File: src/rtl/cdb_arbiter_if.sv
// Handshake and broadcast bundle between the two FUs, the mispredict source and the CDB arbiter.
// The arbiter takes the slave view; FU/ROB-side logic (or a bench) takes the master view.
interface cdb_arbiter_if #(
    parameter int unsigned DATA_W    = 64,
    parameter int unsigned ROB_IDX_W = 4
);
    logic                 in_rob_is_mispred;

    logic                 in_alu_valid;
    logic [DATA_W-1:0]    in_alu_value;
    logic [ROB_IDX_W-1:0] in_alu_dst_rob_index;
    logic                 in_alu_set_nzcv;
    logic [3:0]           in_alu_nzcv;
    logic                 out_alu_ready;

    logic                 in_ls_valid;
    logic [DATA_W-1:0]    in_ls_value;
    logic [ROB_IDX_W-1:0] in_ls_dst_rob_index;
    logic                 out_ls_ready;

    logic                 out_broadcast_done;
    logic [ROB_IDX_W-1:0] out_broadcast_index;
    logic [DATA_W-1:0]    out_broadcast_value;
    logic                 out_broadcast_set_nzcv;
    logic [3:0]           out_broadcast_nzcv;
    logic                 out_broadcast_src;
    logic                 out_busy;

    modport slave (
        input  in_rob_is_mispred,
        input  in_alu_valid, in_alu_value, in_alu_dst_rob_index, in_alu_set_nzcv, in_alu_nzcv,
        output out_alu_ready,
        input  in_ls_valid, in_ls_value, in_ls_dst_rob_index,
        output out_ls_ready,
        output out_broadcast_done, out_broadcast_index, out_broadcast_value,
        output out_broadcast_set_nzcv, out_broadcast_nzcv, out_broadcast_src, out_busy
    );

    modport master (
        output in_rob_is_mispred,
        output in_alu_valid, in_alu_value, in_alu_dst_rob_index, in_alu_set_nzcv, in_alu_nzcv,
        input  out_alu_ready,
        output in_ls_valid, in_ls_value, in_ls_dst_rob_index,
        input  out_ls_ready,
        input  out_broadcast_done, out_broadcast_index, out_broadcast_value,
        input  out_broadcast_set_nzcv, out_broadcast_nzcv, out_broadcast_src, out_busy
    );
endinterface

File: src/rtl/cdb_arbiter.sv
// Common data bus arbiter: per-FU result FIFOs (ALU, LS) drained one result per cycle onto a
// registered broadcast bus with round-robin grant; a mispredict flushes everything queued.
module cdb_arbiter #(
    parameter int unsigned DATA_W    = 64,
    parameter int unsigned ROB_IDX_W = 4,
    parameter int unsigned QDEPTH    = 2
) (
    input logic         in_clk,
    input logic         in_rst,
    cdb_arbiter_if.slave cdb
);
    localparam int unsigned PtrW = $clog2(QDEPTH);
    localparam int unsigned CntW = PtrW + 1;
    localparam logic [CntW-1:0] CntFull = CntW'(QDEPTH);

    logic [DATA_W-1:0]    r_alu_value [QDEPTH];
    logic [ROB_IDX_W-1:0] r_alu_index [QDEPTH];
    logic                 r_alu_set   [QDEPTH];
    logic [3:0]           r_alu_nzcv  [QDEPTH];
    logic [DATA_W-1:0]    r_ls_value  [QDEPTH];
    logic [ROB_IDX_W-1:0] r_ls_index  [QDEPTH];

    logic [PtrW-1:0] r_alu_rd_ptr, r_alu_wr_ptr, r_ls_rd_ptr, r_ls_wr_ptr;
    logic [CntW-1:0] r_alu_cnt, r_ls_cnt;
    logic            r_last_grant;

    logic                 r_done;
    logic [ROB_IDX_W-1:0] r_index;
    logic [DATA_W-1:0]    r_value;
    logic                 r_set_nzcv;
    logic [3:0]           r_nzcv;
    logic                 r_src;

    logic w_alu_ready, w_ls_ready, w_alu_push, w_ls_push;
    logic w_alu_ne, w_ls_ne, w_grant_alu, w_grant_ls;

    // Ready looks only at the registered count, so a full FIFO refuses even when popped.
    always_comb begin
        w_alu_ready = (r_alu_cnt < CntFull) & ~in_rst;
        w_ls_ready  = (r_ls_cnt < CntFull) & ~in_rst;
        w_alu_push  = cdb.in_alu_valid & w_alu_ready & ~cdb.in_rob_is_mispred;
        w_ls_push   = cdb.in_ls_valid & w_ls_ready & ~cdb.in_rob_is_mispred;
        w_alu_ne    = (r_alu_cnt != '0);
        w_ls_ne     = (r_ls_cnt != '0);
        w_grant_alu = ~cdb.in_rob_is_mispred & w_alu_ne & (~w_ls_ne | r_last_grant);
        w_grant_ls  = ~cdb.in_rob_is_mispred & w_ls_ne & (~w_alu_ne | ~r_last_grant);
    end

    always_ff @(posedge in_clk) begin
        if (w_alu_push) begin
            r_alu_value[r_alu_wr_ptr] <= cdb.in_alu_value;
            r_alu_index[r_alu_wr_ptr] <= cdb.in_alu_dst_rob_index;
            r_alu_set[r_alu_wr_ptr]   <= cdb.in_alu_set_nzcv;
            r_alu_nzcv[r_alu_wr_ptr]  <= cdb.in_alu_nzcv;
        end
        if (w_ls_push) begin
            r_ls_value[r_ls_wr_ptr] <= cdb.in_ls_value;
            r_ls_index[r_ls_wr_ptr] <= cdb.in_ls_dst_rob_index;
        end
    end

    always_ff @(posedge in_clk or posedge in_rst) begin
        if (in_rst) begin
            r_alu_rd_ptr <= '0;
            r_alu_wr_ptr <= '0;
            r_ls_rd_ptr  <= '0;
            r_ls_wr_ptr  <= '0;
            r_alu_cnt    <= '0;
            r_ls_cnt     <= '0;
            r_last_grant <= 1'b0;
            r_done       <= 1'b0;
            r_index      <= '0;
            r_value      <= '0;
            r_set_nzcv   <= 1'b0;
            r_nzcv       <= '0;
            r_src        <= 1'b0;
        end else if (cdb.in_rob_is_mispred) begin
            // Flush keeps last_grant so fairness carries across the mispredict.
            r_alu_rd_ptr <= '0;
            r_alu_wr_ptr <= '0;
            r_ls_rd_ptr  <= '0;
            r_ls_wr_ptr  <= '0;
            r_alu_cnt    <= '0;
            r_ls_cnt     <= '0;
            r_done       <= 1'b0;
        end else begin
            if (w_alu_push) r_alu_wr_ptr <= r_alu_wr_ptr + PtrW'(1);
            if (w_ls_push)  r_ls_wr_ptr  <= r_ls_wr_ptr + PtrW'(1);
            if (w_grant_alu) r_alu_rd_ptr <= r_alu_rd_ptr + PtrW'(1);
            if (w_grant_ls)  r_ls_rd_ptr  <= r_ls_rd_ptr + PtrW'(1);
            r_alu_cnt <= r_alu_cnt + CntW'(w_alu_push) - CntW'(w_grant_alu);
            r_ls_cnt  <= r_ls_cnt + CntW'(w_ls_push) - CntW'(w_grant_ls);
            r_done    <= w_grant_alu | w_grant_ls;
            if (w_grant_alu) begin
                r_index      <= r_alu_index[r_alu_rd_ptr];
                r_value      <= r_alu_value[r_alu_rd_ptr];
                r_set_nzcv   <= r_alu_set[r_alu_rd_ptr];
                r_nzcv       <= r_alu_nzcv[r_alu_rd_ptr];
                r_src        <= 1'b0;
                r_last_grant <= 1'b0;
            end else if (w_grant_ls) begin
                r_index      <= r_ls_index[r_ls_rd_ptr];
                r_value      <= r_ls_value[r_ls_rd_ptr];
                r_set_nzcv   <= 1'b0;
                r_nzcv       <= '0;
                r_src        <= 1'b1;
                r_last_grant <= 1'b1;
            end
        end
    end

    assign cdb.out_alu_ready          = w_alu_ready;
    assign cdb.out_ls_ready           = w_ls_ready;
    assign cdb.out_broadcast_done     = r_done;
    assign cdb.out_broadcast_index    = r_index;
    assign cdb.out_broadcast_value    = r_value;
    assign cdb.out_broadcast_set_nzcv = r_set_nzcv;
    assign cdb.out_broadcast_nzcv     = r_nzcv;
    assign cdb.out_broadcast_src      = r_src;
    assign cdb.out_busy               = w_alu_ne | w_ls_ne;
endmodule

File: src/flat_wrapper.sv
// flat-port wrapper written by rule: the top's interface ports become plain ports
module cdb_arbiter_flat 
#(
    parameter int unsigned DATA_W    = 64,
    parameter int unsigned ROB_IDX_W = 4,
    parameter int unsigned QDEPTH    = 2
)
  (in_clk, in_rst, cdb_in_rob_is_mispred, cdb_in_alu_valid, cdb_in_alu_value, cdb_in_alu_dst_rob_index, cdb_in_alu_set_nzcv, cdb_in_alu_nzcv, cdb_out_alu_ready, cdb_in_ls_valid, cdb_in_ls_value, cdb_in_ls_dst_rob_index, cdb_out_ls_ready, cdb_out_broadcast_done, cdb_out_broadcast_index, cdb_out_broadcast_value, cdb_out_broadcast_set_nzcv, cdb_out_broadcast_nzcv, cdb_out_broadcast_src, cdb_out_busy);
  cdb_arbiter_if #(.DATA_W(DATA_W), .ROB_IDX_W(ROB_IDX_W)) cdb_i ();
  input logic in_clk;
  input logic in_rst;
  input wire logic [$bits(cdb_i.in_rob_is_mispred)-1:0] cdb_in_rob_is_mispred;
  input wire logic [$bits(cdb_i.in_alu_valid)-1:0] cdb_in_alu_valid;
  input wire logic [$bits(cdb_i.in_alu_value)-1:0] cdb_in_alu_value;
  input wire logic [$bits(cdb_i.in_alu_dst_rob_index)-1:0] cdb_in_alu_dst_rob_index;
  input wire logic [$bits(cdb_i.in_alu_set_nzcv)-1:0] cdb_in_alu_set_nzcv;
  input wire logic [$bits(cdb_i.in_alu_nzcv)-1:0] cdb_in_alu_nzcv;
  output wire logic [$bits(cdb_i.out_alu_ready)-1:0] cdb_out_alu_ready;
  input wire logic [$bits(cdb_i.in_ls_valid)-1:0] cdb_in_ls_valid;
  input wire logic [$bits(cdb_i.in_ls_value)-1:0] cdb_in_ls_value;
  input wire logic [$bits(cdb_i.in_ls_dst_rob_index)-1:0] cdb_in_ls_dst_rob_index;
  output wire logic [$bits(cdb_i.out_ls_ready)-1:0] cdb_out_ls_ready;
  output wire logic [$bits(cdb_i.out_broadcast_done)-1:0] cdb_out_broadcast_done;
  output wire logic [$bits(cdb_i.out_broadcast_index)-1:0] cdb_out_broadcast_index;
  output wire logic [$bits(cdb_i.out_broadcast_value)-1:0] cdb_out_broadcast_value;
  output wire logic [$bits(cdb_i.out_broadcast_set_nzcv)-1:0] cdb_out_broadcast_set_nzcv;
  output wire logic [$bits(cdb_i.out_broadcast_nzcv)-1:0] cdb_out_broadcast_nzcv;
  output wire logic [$bits(cdb_i.out_broadcast_src)-1:0] cdb_out_broadcast_src;
  output wire logic [$bits(cdb_i.out_busy)-1:0] cdb_out_busy;
  assign cdb_i.in_rob_is_mispred = cdb_in_rob_is_mispred;
  assign cdb_i.in_alu_valid = cdb_in_alu_valid;
  assign cdb_i.in_alu_value = cdb_in_alu_value;
  assign cdb_i.in_alu_dst_rob_index = cdb_in_alu_dst_rob_index;
  assign cdb_i.in_alu_set_nzcv = cdb_in_alu_set_nzcv;
  assign cdb_i.in_alu_nzcv = cdb_in_alu_nzcv;
  assign cdb_out_alu_ready = cdb_i.out_alu_ready;
  assign cdb_i.in_ls_valid = cdb_in_ls_valid;
  assign cdb_i.in_ls_value = cdb_in_ls_value;
  assign cdb_i.in_ls_dst_rob_index = cdb_in_ls_dst_rob_index;
  assign cdb_out_ls_ready = cdb_i.out_ls_ready;
  assign cdb_out_broadcast_done = cdb_i.out_broadcast_done;
  assign cdb_out_broadcast_index = cdb_i.out_broadcast_index;
  assign cdb_out_broadcast_value = cdb_i.out_broadcast_value;
  assign cdb_out_broadcast_set_nzcv = cdb_i.out_broadcast_set_nzcv;
  assign cdb_out_broadcast_nzcv = cdb_i.out_broadcast_nzcv;
  assign cdb_out_broadcast_src = cdb_i.out_broadcast_src;
  assign cdb_out_busy = cdb_i.out_busy;
  cdb_arbiter #(.DATA_W(DATA_W), .ROB_IDX_W(ROB_IDX_W), .QDEPTH(QDEPTH)) u_core (.in_clk(in_clk), .in_rst(in_rst), .cdb(cdb_i));
endmodule
File: config.mk
export PLATFORM = sky130hd
export DESIGN_NAME = cdb_arbiter_flat
export DESIGN_NICKNAME = d
export VERILOG_FILES = /design/src/rtl/cdb_arbiter_if.sv /design/src/rtl/cdb_arbiter.sv /design/src/flat_wrapper.sv
export SDC_FILE = /design/constraint.sdc
export NUM_CORES = 1
export LEC_CHECK = 0
export ABC_AREA = 1
export CAP_MARGIN = 10
export CORE_ASPECT_RATIO = 0.6
export CORE_MARGIN = 2
export CORE_UTILIZATION = 50
export CTS_BUF_LIST = sky130_fd_sc_hd__clkbuf_16
export CTS_CLUSTER_DIAMETER = 200
export CTS_CLUSTER_SIZE = 40
export DETAILED_ROUTE_END_ITERATION = 16
export HOLD_SLACK_MARGIN = 0.02
export PLACE_DENSITY = 0.75
export SETUP_SLACK_MARGIN = 0.3
export SLEW_MARGIN = 20
export SYNTH_ARGS = -nofsm -noshare
export SYNTH_HDL_FRONTEND = slang
export SYNTH_SLANG_ARGS = --single-unit
File: constraint.sdc
create_clock -name in_clk -period 5.69 [get_ports in_clk]
set_clock_uncertainty 0.05 [all_clocks]
set_input_delay 0.8535 -clock in_clk [delete_from_list [all_inputs] [get_ports in_clk]]
set_output_delay 0.8535 -clock in_clk [all_outputs]
set_load 0.02 [all_outputs]
Word-level counts from Yosys, hierarchy flattened
Memory sizes are Yosys's and may differ from the RTL's.
Cells that the tools add are included.

word-level totals
  register bits after elaboration = 83
  bits in writable memories = 282
  input port bits = 146
  output and inout bits = 78
  logic and storage cells = 80
  memories kept = 6

operators by class
  add/subtract/negate cells = 8
  $lt $le $gt $ge = 2
  mux-type cells = 25
  bitwise logic cells = 19
  reduce and logical (&&, ||, !) cells = 8

memories
  name                depth  bits a word  rd ports  clocked after memory_dff  wr ports  RTL line           RTL
  u_core.r_alu_value  2      64           1         0                         1         cdb_arbiter.sv:16  logic [DATA_W-1:0] r_alu_value [QDEPTH];
  u_core.r_ls_value   2      64           1         0                         1         cdb_arbiter.sv:20  logic [DATA_W-1:0] r_ls_value [QDEPTH];
  u_core.r_alu_index  2      4            1         0                         1         cdb_arbiter.sv:17  logic [ROB_IDX_W-1:0] r_alu_index [QDEPTH];
  u_core.r_alu_nzcv   2      4            1         0                         1         cdb_arbiter.sv:19  logic [3:0] r_alu_nzcv [QDEPTH];
  u_core.r_ls_index   2      4            1         0                         1         cdb_arbiter.sv:21  logic [ROB_IDX_W-1:0] r_ls_index [QDEPTH];
  u_core.r_alu_set    2      1            1         0                         1         cdb_arbiter.sv:18  logic r_alu_set [QDEPTH];

operators with widths
  operator                                   count
  2-to-1 mux 64 bit                          2
  2-to-1 mux 1 bit                           17
  2-to-1 mux 4 bit                           4
  nonzero test 2 bit                         7
  bitwise AND 1 bit                          10
  NOT 1 bit                                  5
  adder 1 bit, second input constant         4
  adder 2 x 1 -> 2 bit                       2
  < comparator 2 bit, second input constant  2
  2-to-1 mux 2 bit                           2
  bitwise OR 1 bit                           4
  subtractor 2 x 1 -> 2 bit                  2
  AND reduction 2 bit                        1

Depth between registers and ports, before layout
Gate-level depths: netlist of run 1.

  depth after elaboration = 7
  gate-level depth with buffers = 10
  depth with buffers taken out = 9

Worst setup path before layout of run 1
OpenSTA, ideal clock, no wires.

  path kind = input to register
  from = input port in_rst
  to = memory u_core.r_alu_index[0][0] (enable)
  setup time = 505 ps
  arrival = 4512 ps
  required time = 5135 ps
  slack = 623 ps
  stages = 3
  path buffers = 0
  cell sequence = nor2_1 -> nand3_1 -> nor2_1

on the way
  word-level cells in the longest chain between the ends = 6

RTL lines
  item                                    RTL line            RTL
  start, declared                         flat_wrapper.sv:11  input logic in_rst;
  NOT 1 bit                               cdb_arbiter.sv:39   w_alu_ready = (r_alu_cnt < CntFull) & ~in_rst;
  bitwise AND 1 bit                       cdb_arbiter.sv:39
  bitwise AND 1 bit (2 in a row)          cdb_arbiter.sv:41   w_alu_push = cdb.in_alu_valid & w_alu_ready & ~cdb.in_rob_is_mispred;
  2-to-1 mux 1 bit                        cdb_arbiter.sv:50   if (w_alu_push) begin
  2-to-1 mux 1 bit (not written as such)  cdb_arbiter.sv:52   r_alu_index[r_alu_wr_ptr] <= cdb.in_alu_dst_rob_index;
  end, declared                           cdb_arbiter.sv:17

Every way passes these cells.

Final worst setup path of run 1
  from = input port cdb_in_rob_is_mispred
  to = register u_core.r_value[30], in the netlist u_core.cdb.out_broadcast_value[30]

on the way
  word-level cells in the longest chain between the ends = 5
  elaborated cells between the ends (all ways) = 8
  those cells by class = mux: 1; bitwise: 5; reduce/logical: 2

RTL lines
  item                                                      RTL line                              RTL
  start, declared                                           flat_wrapper.sv:12                    input wire logic [$bits(cdb_i.in_rob_is_mispred)-1:0] cdb_in_rob_is_mispred;
  NOT 1 bit (no source line) (*)                            --
  bitwise AND 1 bit, on equally long branches (2 in a row)  cdb_arbiter.sv:46, cdb_arbiter.sv:45
  nonzero test 2 bit (no source line)                       --
  AND reduction 2 bit (no source line)                      --
  end signal, assigned                                      cdb_arbiter.sv:96                     r_value <= r_alu_value[r_alu_rd_ptr];
  end signal, assigned                                      cdb_arbiter.sv:103                    r_value <= r_ls_value[r_ls_rd_ptr];
  end, declared                                             cdb_arbiter.sv:29                     logic [DATA_W-1:0] r_value;

Mark *: on every way between the ends. The rest lies on a longest branch, timed or not.
A chain may end at the register's enable or synchronous reset.

==> results of run 1 <==
-- cell usage in the layout, fill, tap and decap left out, types with 13 or more instances in the layout --
cell type	instances
o21ai_1	27
nor2_1	144
edfxtp_1	282
o21ai_0	118
nand2_1	285
clkdlybuf4s50_1	223
dfrtp_1	81
buf_4	13
clkbuf_16	13
inv_1	84
nand3_1	75
-- power groups by stage --
stage	logic [mW]	clock network (mW)	registers, mW
final	2.35	1.20	3.47
after global routing	2.58	1.31	3.51
after CTS	2.37	1.22	3.47
after detailed placement	2.37	0	3.52
after global placement	2.30	0	3.53
after floorplan	1.14	0	3.76
-- area by class of cell --
cell class / count / area share (%)
flip-flops and latches: 365 / 62.1
multi-input cells: 671 / 17.2
repair buffers: 237 / 13.8
well taps: 367 / 2.70
clock buffers: 13 / 1.91
inverters: 83 / 1.85
clock inverters: 7 / 0.309
diodes: 4 / 0.0589
-- routing by layer --
metal | GRT usage [%] | vias to the layer above | share of wire [%]
li1 | - | 4321 | -
met1 | 33.9 | 4476 | 48
met2 | 32.3 | 361 | 44
met3 | 3.77 | 26 | 7.1
met4 | 3.65 | 2 | 1.4
met5 | 0 | - | 0.034
-- final timing paths --
check	from	end	slack, ps
max	cdb_in_rob_is_mispred	u_core.cdb.out_broadcast_value[30]$_DFFE_PP0P_	2320
min	u_core.cdb.out_broadcast_value[35]$_DFFE_PP0P_	u_core.cdb.out_broadcast_value[35]$_DFFE_PP0P_	450
max reg2reg	u_core.r_alu_cnt[0]$_DFF_PP0_	u_core.cdb.out_broadcast_value[30]$_DFFE_PP0P_	2740
min reg2reg	u_core.cdb.out_broadcast_value[35]$_DFFE_PP0P_	u_core.cdb.out_broadcast_value[35]$_DFFE_PP0P_	450
max in group asynchronous	in_rst	u_core.r_alu_rd_ptr$_DFFE_PP0P_	3670
min in group asynchronous	in_rst	u_core.cdb.out_broadcast_nzcv[1]$_DFFE_PP0P_	740
-- cell families (layout without fill, tap and decap cells) --
logic type               Yosys count  count (layout)  synth area share [%]
buffers and inverters            144             340                  4.93
adder cells (fa/ha/maj)            3               3                 0.266
multiplexers                       5               5                 0.354
flip-flops                       365             365                  74.6
AO/OA/AOI/OAI                    149             149                  5.34
other                              0               4                     0
XOR/XNOR                           2               2                 0.124
AND/OR/NAND/NOR                  512             512                  14.4
-- registers in the layout, summed over array words and instances (netlist names), 2 cells and up --
register / flops
u_core.cdb.out_broadcast_index: 4
u_core.r_alu_value: 128
u_core.r_ls_index: 8
u_core.cdb.out_broadcast_nzcv: 4
u_core.r_alu_set: 2
u_core.r_alu_index: 8
u_core.r_alu_nzcv: 8
u_core.r_ls_cnt: 2
u_core.cdb.out_broadcast_value: 64
u_core.r_alu_cnt: 2
u_core.r_ls_value: 128
-- worst reg2reg max path, cell delays in order (launching register included) --
cell     delay [ps]
dfrtp_1         440
nor2_2          230
nand2_1         160
nand2_4         680
inv_2           600
buf_4           450
nand3_1         170
nand2_1          70
-- metrics by stage --
stage	power, mW	setup WS [ps]	instance area, um^2	utilization, %
final	7.03	2320	17000	61.3
after global routing	7.40	2080	17000	61.3
after CTS	7.06	2290	17000	61.3
after detailed placement	5.89	1750	16600	59.9
after global placement	5.83	1910	16600	59.9
after floorplan	4.90	623	14100	-
==> results.json, run 1 <==
{
  "status": "finished clean",
  "timing.critical_path.buf_inv": 4,
  "tightest_slew_ps": 1100,
  "drive_gt1_share_pct": 3.20,
  "grt_pass1_vias": 8628,
  "placedCellCount": 1723,
  "cts_max_level": 1,
  "multiInputGateArea_mm2": 0.00293,
  "num-fill-cells": 2126,
  "ir_drop_mv": 0.310,
  "post_cts_resized": 0,
  "synth_area_leader_cell": "edfxtp_1",
  "start_kind": "input port",
  "io-pin-count": 224,
  "seq_area_frac_synth_pct": 74.6,
  "finalHoldViolCount": 0,
  "whs_path_depth": 2,
  "slew_headroom_pct": 27.0,
  "cts_buffers": 13,
  "core_mm2": 0.0277,
  "synth_commonest_cells": "nand2_1 (285), edfxtp_1 (282), nor2_1 (148)",
  "clk_pin_slew_ps": 140,
  "overflow": 0,
  "start_util_pct": 51.0,
  "netSwitchingPower_mw": 2.43,
  "cp.required_ps": 6100,
  "power_frac_comb_pct": 33.4,
  "gp_congestion": 0.787,
  "clkSinkCount": 365,
  "ctsLongestPathBuffers": 3,
  "crit_family": "buffers and inverters",
  "p_int_mw": 4.60,
  "post-synth-top-count-cell": "nand2_1",
  "ys.warnings.count": 0,
  "path_class": "input port to register",
  "period_minus_slack_ps": 3370,
  "maxSlewViolCount": 0,
  "clock_latency_ps": 510,
  "synth_top_area_share_pct": 59.9,
  "synth_seq_cells": 365,
  "drtIter0Drc": 904,
  "cp_num_cells": 7,
  "final_cells": 1747,
  "num_rows": 47,
  "swShare_pct": 34.6,
  "powerDensity_mw_per_mm2": 414,
  "track_usage_pct": 21.6,
  "remaining_drc_errors": 0,
  "syn_area_per_cell_um2": 12.0,
  "synth_flop_cell": "edfxtp_1",
  "postCtsHoldBufs": 0,
  "p_clk_share_pct": 17.1,
  "synth.area.top_cells": "edfxtp_1 (60%), dfrtp_1 (15%), nand2_1 (7.6%)",
  "post-cts-setup-buffers": 0,
  "viasPerCell": 5.26,
  "crit_arrival_ps": 3780,
  "die_width_um": 221,
  "synth_edf_count": 282,
  "grt_antenna_before_repair": 4,
  "grt_max_degree": 79,
  "dp_hpwl_mm": 20.2,
  "ys_types": 25,
  "period_share_pct": 59.2,
  "syn_nets": 1329,
  "path_cells": "clkdlybuf4s50_1 > inv_2 > nand2_4 > inv_2 > buf_4 > nand3_1 > nand2_1",
  "cap_violations": 0,
  "power_leakage_nw": 6.45,
  "path_max_fanout": 74,
  "clockRootBuffer": "clkbuf_16",
  "syn_area_mm2": 0.0141,
  "max_stage_delay_ps": 790,
  "worst-r2r-cell-count": 7,
  "postSynth.asyncResetShare_pct": 22.7,
  "grt_setup_unrepaired": "no",
  "cts_tree": "built",
  "num_vias": 9186,
  "drt_wl_total_mm": 32.4,
  "ant_nets": 0,
  "hold-worst-slack_ps": 450,
  "worstHoldPathType": "register to register",
  "timing.fmax_ghz": 0.297,
  "dieArea_mm2": 0.0297,
  "register_area_mm2": 0.0106,
  "fin_nets": 1520,
  "drtPass1Iterations": 5,
  "path_common_cell": "inv_2",
  "area_growth_pct": 20.2,
  "io_buffers": 223,
  "grt_pass1_wl_mm": 49.8,
  "tns_ps": 0,
  "setup_viol": 0,
  "slowest_stage": "inv_2",
  "cp-end-kind": "register",
  "fp.dieH_um": 134,
  "synthCells": 1180,
  "wl_per_cell_um": 18.5,
  "p_seq_share_pct": 49.4
}
No activity file was read; power rests on OpenSTA's default activity.
==> run 2: changes to the inputs <==
clock period = 3.1 ns   (was 5.69 ns; I/O delays follow)
==> run 2 against run 1 <==
Against the previous run:
- clock-buffer cell count stayed put
- sequential power up 83%
- routed wire length decreased by 1.4%
- first-iteration DRC count is 2.1% higher
- critical path type is now register to output port
- largest cell class unchanged
- largest power group unchanged
- highest routed layer unchanged
==> results.json, run 2 (synthesis gave the netlist of run 1 again) <==
{
  "grt_antenna_before_repair": 8,
  "max_stage_delay_ps": 560,
  "wl_per_cell_um": 18.2,
  "fp.dieH_um": 134,
  "layout_common_cells": "nand2_1 (285), edfxtp_1 (282), clkdlybuf4s50_1 (223), nor2_1 (144), o21ai_0 (118)",
  "path_cells": "nor2_2 > nand2_1 > clkdlybuf4s50_1",
  "post-cts-setup-buffers": 0,
  "dp_hpwl_mm": 20.4,
  "pre_cts_ws_ps": 466,
  "ant_nets": 0,
  "post_cts_resized": 0,
  "timing.fmax_ghz": 0.421,
  "start_kind": "register",
  "io-pin-count": 224,
  "num_vias": 9161,
  "path_class": "register to output port",
  "clockRootBuffer": "clkbuf_16",
  "placedCellCount": 1725,
  "postCtsHoldBufs": 0,
  "slew_headroom_pct": 45.1,
  "cp-end-kind": "output port",
  "clock_latency_ps": 530,
  "drive_gt1_share_pct": 3.41,
  "power_leakage_nw": 6.49,
  "setup_viol": 0,
  "period_share_pct": 76.6,
  "cap_violations": 0,
  "status": "finished clean",
  "start_util_pct": 51.0,
  "io_buffers": 223,
  "track_usage_pct": 21.4,
  "fin_ws_ps": 725,
  "clk_pin_slew_ps": 140,
  "netSwitchingPower_mw": 4.45,
  "swShare_pct": 34.4,
  "total_power_mw": 13.0,
  "gp_congestion": 0.773,
  "core_mm2": 0.0277,
  "cts_max_level": 1,
  "final_core_utilization_pct": 61.9,
  "p_seq_share_pct": 48.9,
  "ir_drop_mv": 0.520,
  "powerDensity_mw_per_mm2": 756,
  "num_rows": 47,
  "grt_max_degree": 81,
  "maxSlewViolCount": 0,
  "layout_commonest_cell": "nand2_1",
  "dieArea_mm2": 0.0297,
  "grt_pass1_wl_mm": 49.3,
  "drtIter0Drc": 923,
  "cts_buffers": 13,
  "power_frac_comb_pct": 34.0,
  "period_minus_slack_ps": 2370,
  "drtPass1Iterations": 5,
  "cp.required_ps": 2580,
  "overflow": 0,
  "tightest_slew_ps": 824,
  "clkSinkCount": 365,
  "p_clk_share_pct": 17.1,
  "final_cells": 1752,
  "slowest_stage": "clkdlybuf4s50_1",
  "grt_setup_unrepaired": "no",
  "p_int_mw": 8.51,
  "finalHoldViolCount": 0,
  "remaining_drc_errors": 0,
  "area_growth_pct": 21.2,
  "fin_nets": 1522,
  "drt_wl_total_mm": 31.9,
  "worstHoldPathType": "input port to async pin",
  "ctsLongestPathBuffers": 3,
  "crit_arrival_ps": 1860,
  "die_width_um": 221,
  "cts_tree": "built",
  "grt_pass1_vias": 8807,
  "viasPerCell": 5.23,
  "path_max_fanout": 4
}
run 2: worst max-delay path, delay by kind of cell (launching register included):
kind	cells	cell delay [ps]
flops	1	450
buf+inv	1	560
simple gates	2	350
run 2: layout make-up:
class	instances	area, um^2
antenna	6	15.0
clock buffer	13	325
clock inverter	8	61.3
fill	2156	10600
inverter	83	314
multi-input combinational	671	2930
sequential	365	10600
tap	367	459
timing repair buffer	239	2480
run 2: through the flow:
step / setup TNS, ps / hold slack (ps) / instance area (um^2)
finish: 0 / 337 / 17100
CTS: 0 / 348 / 17100
detailed placement: 0 / 415 / 16700
global route: 0 / 395 / 17100
floorplan: -56000 / 441 / 14200
global placement: 0 / 412 / 16700
run 2: worst paths after layout:
check                                                                 endpoint                                      startpoint  depth (start not counted)  slack [ps]
worst max-delay path                                              cdb_out_busy                   u_core.r_alu_cnt[1]$_DFF_PP0_                          3         730
worst min-delay path            u_core.cdb.out_broadcast_value[21]$_DFFE_PP0P_                                          in_rst                          2         340
worst max register to register             u_core.r_alu_value[1][32]$_DFFE_PP_                   u_core.r_alu_cnt[1]$_DFF_PP0_                          4        1090
worst min register to register  u_core.cdb.out_broadcast_value[33]$_DFFE_PP0P_  u_core.cdb.out_broadcast_value[33]$_DFFE_PP0P_                          2         450
max in group asynchronous       u_core.cdb.out_broadcast_value[20]$_DFFE_PP0P_                                          in_rst                          3        1910
min in group in_clk             u_core.cdb.out_broadcast_value[33]$_DFFE_PP0P_  u_core.cdb.out_broadcast_value[33]$_DFFE_PP0P_                          2         450
run 2: layer usage:
layer	GRT usage, %	part of all wire, %	up-vias
li1	-	-	4330
met2	34.1	46	320
met3	3.90	7.2	29
met1	31.2	45	4478
met5	0	0.069	-
met4	4.44	1.3	4
run 2: power by group through the flow:
| stage | clock network [mW] | registers (mW) | logic (mW) |
|---|---|---|---|
| finish | 2.22 | 6.34 | 4.40 |
| global route | 2.43 | 6.41 | 4.84 |
| CTS | 2.27 | 6.34 | 4.46 |
| detailed placement | 0 | 6.44 | 4.45 |
| global placement | 0 | 6.43 | 4.35 |
| floorplan | 0 | 6.90 | 2.09 |
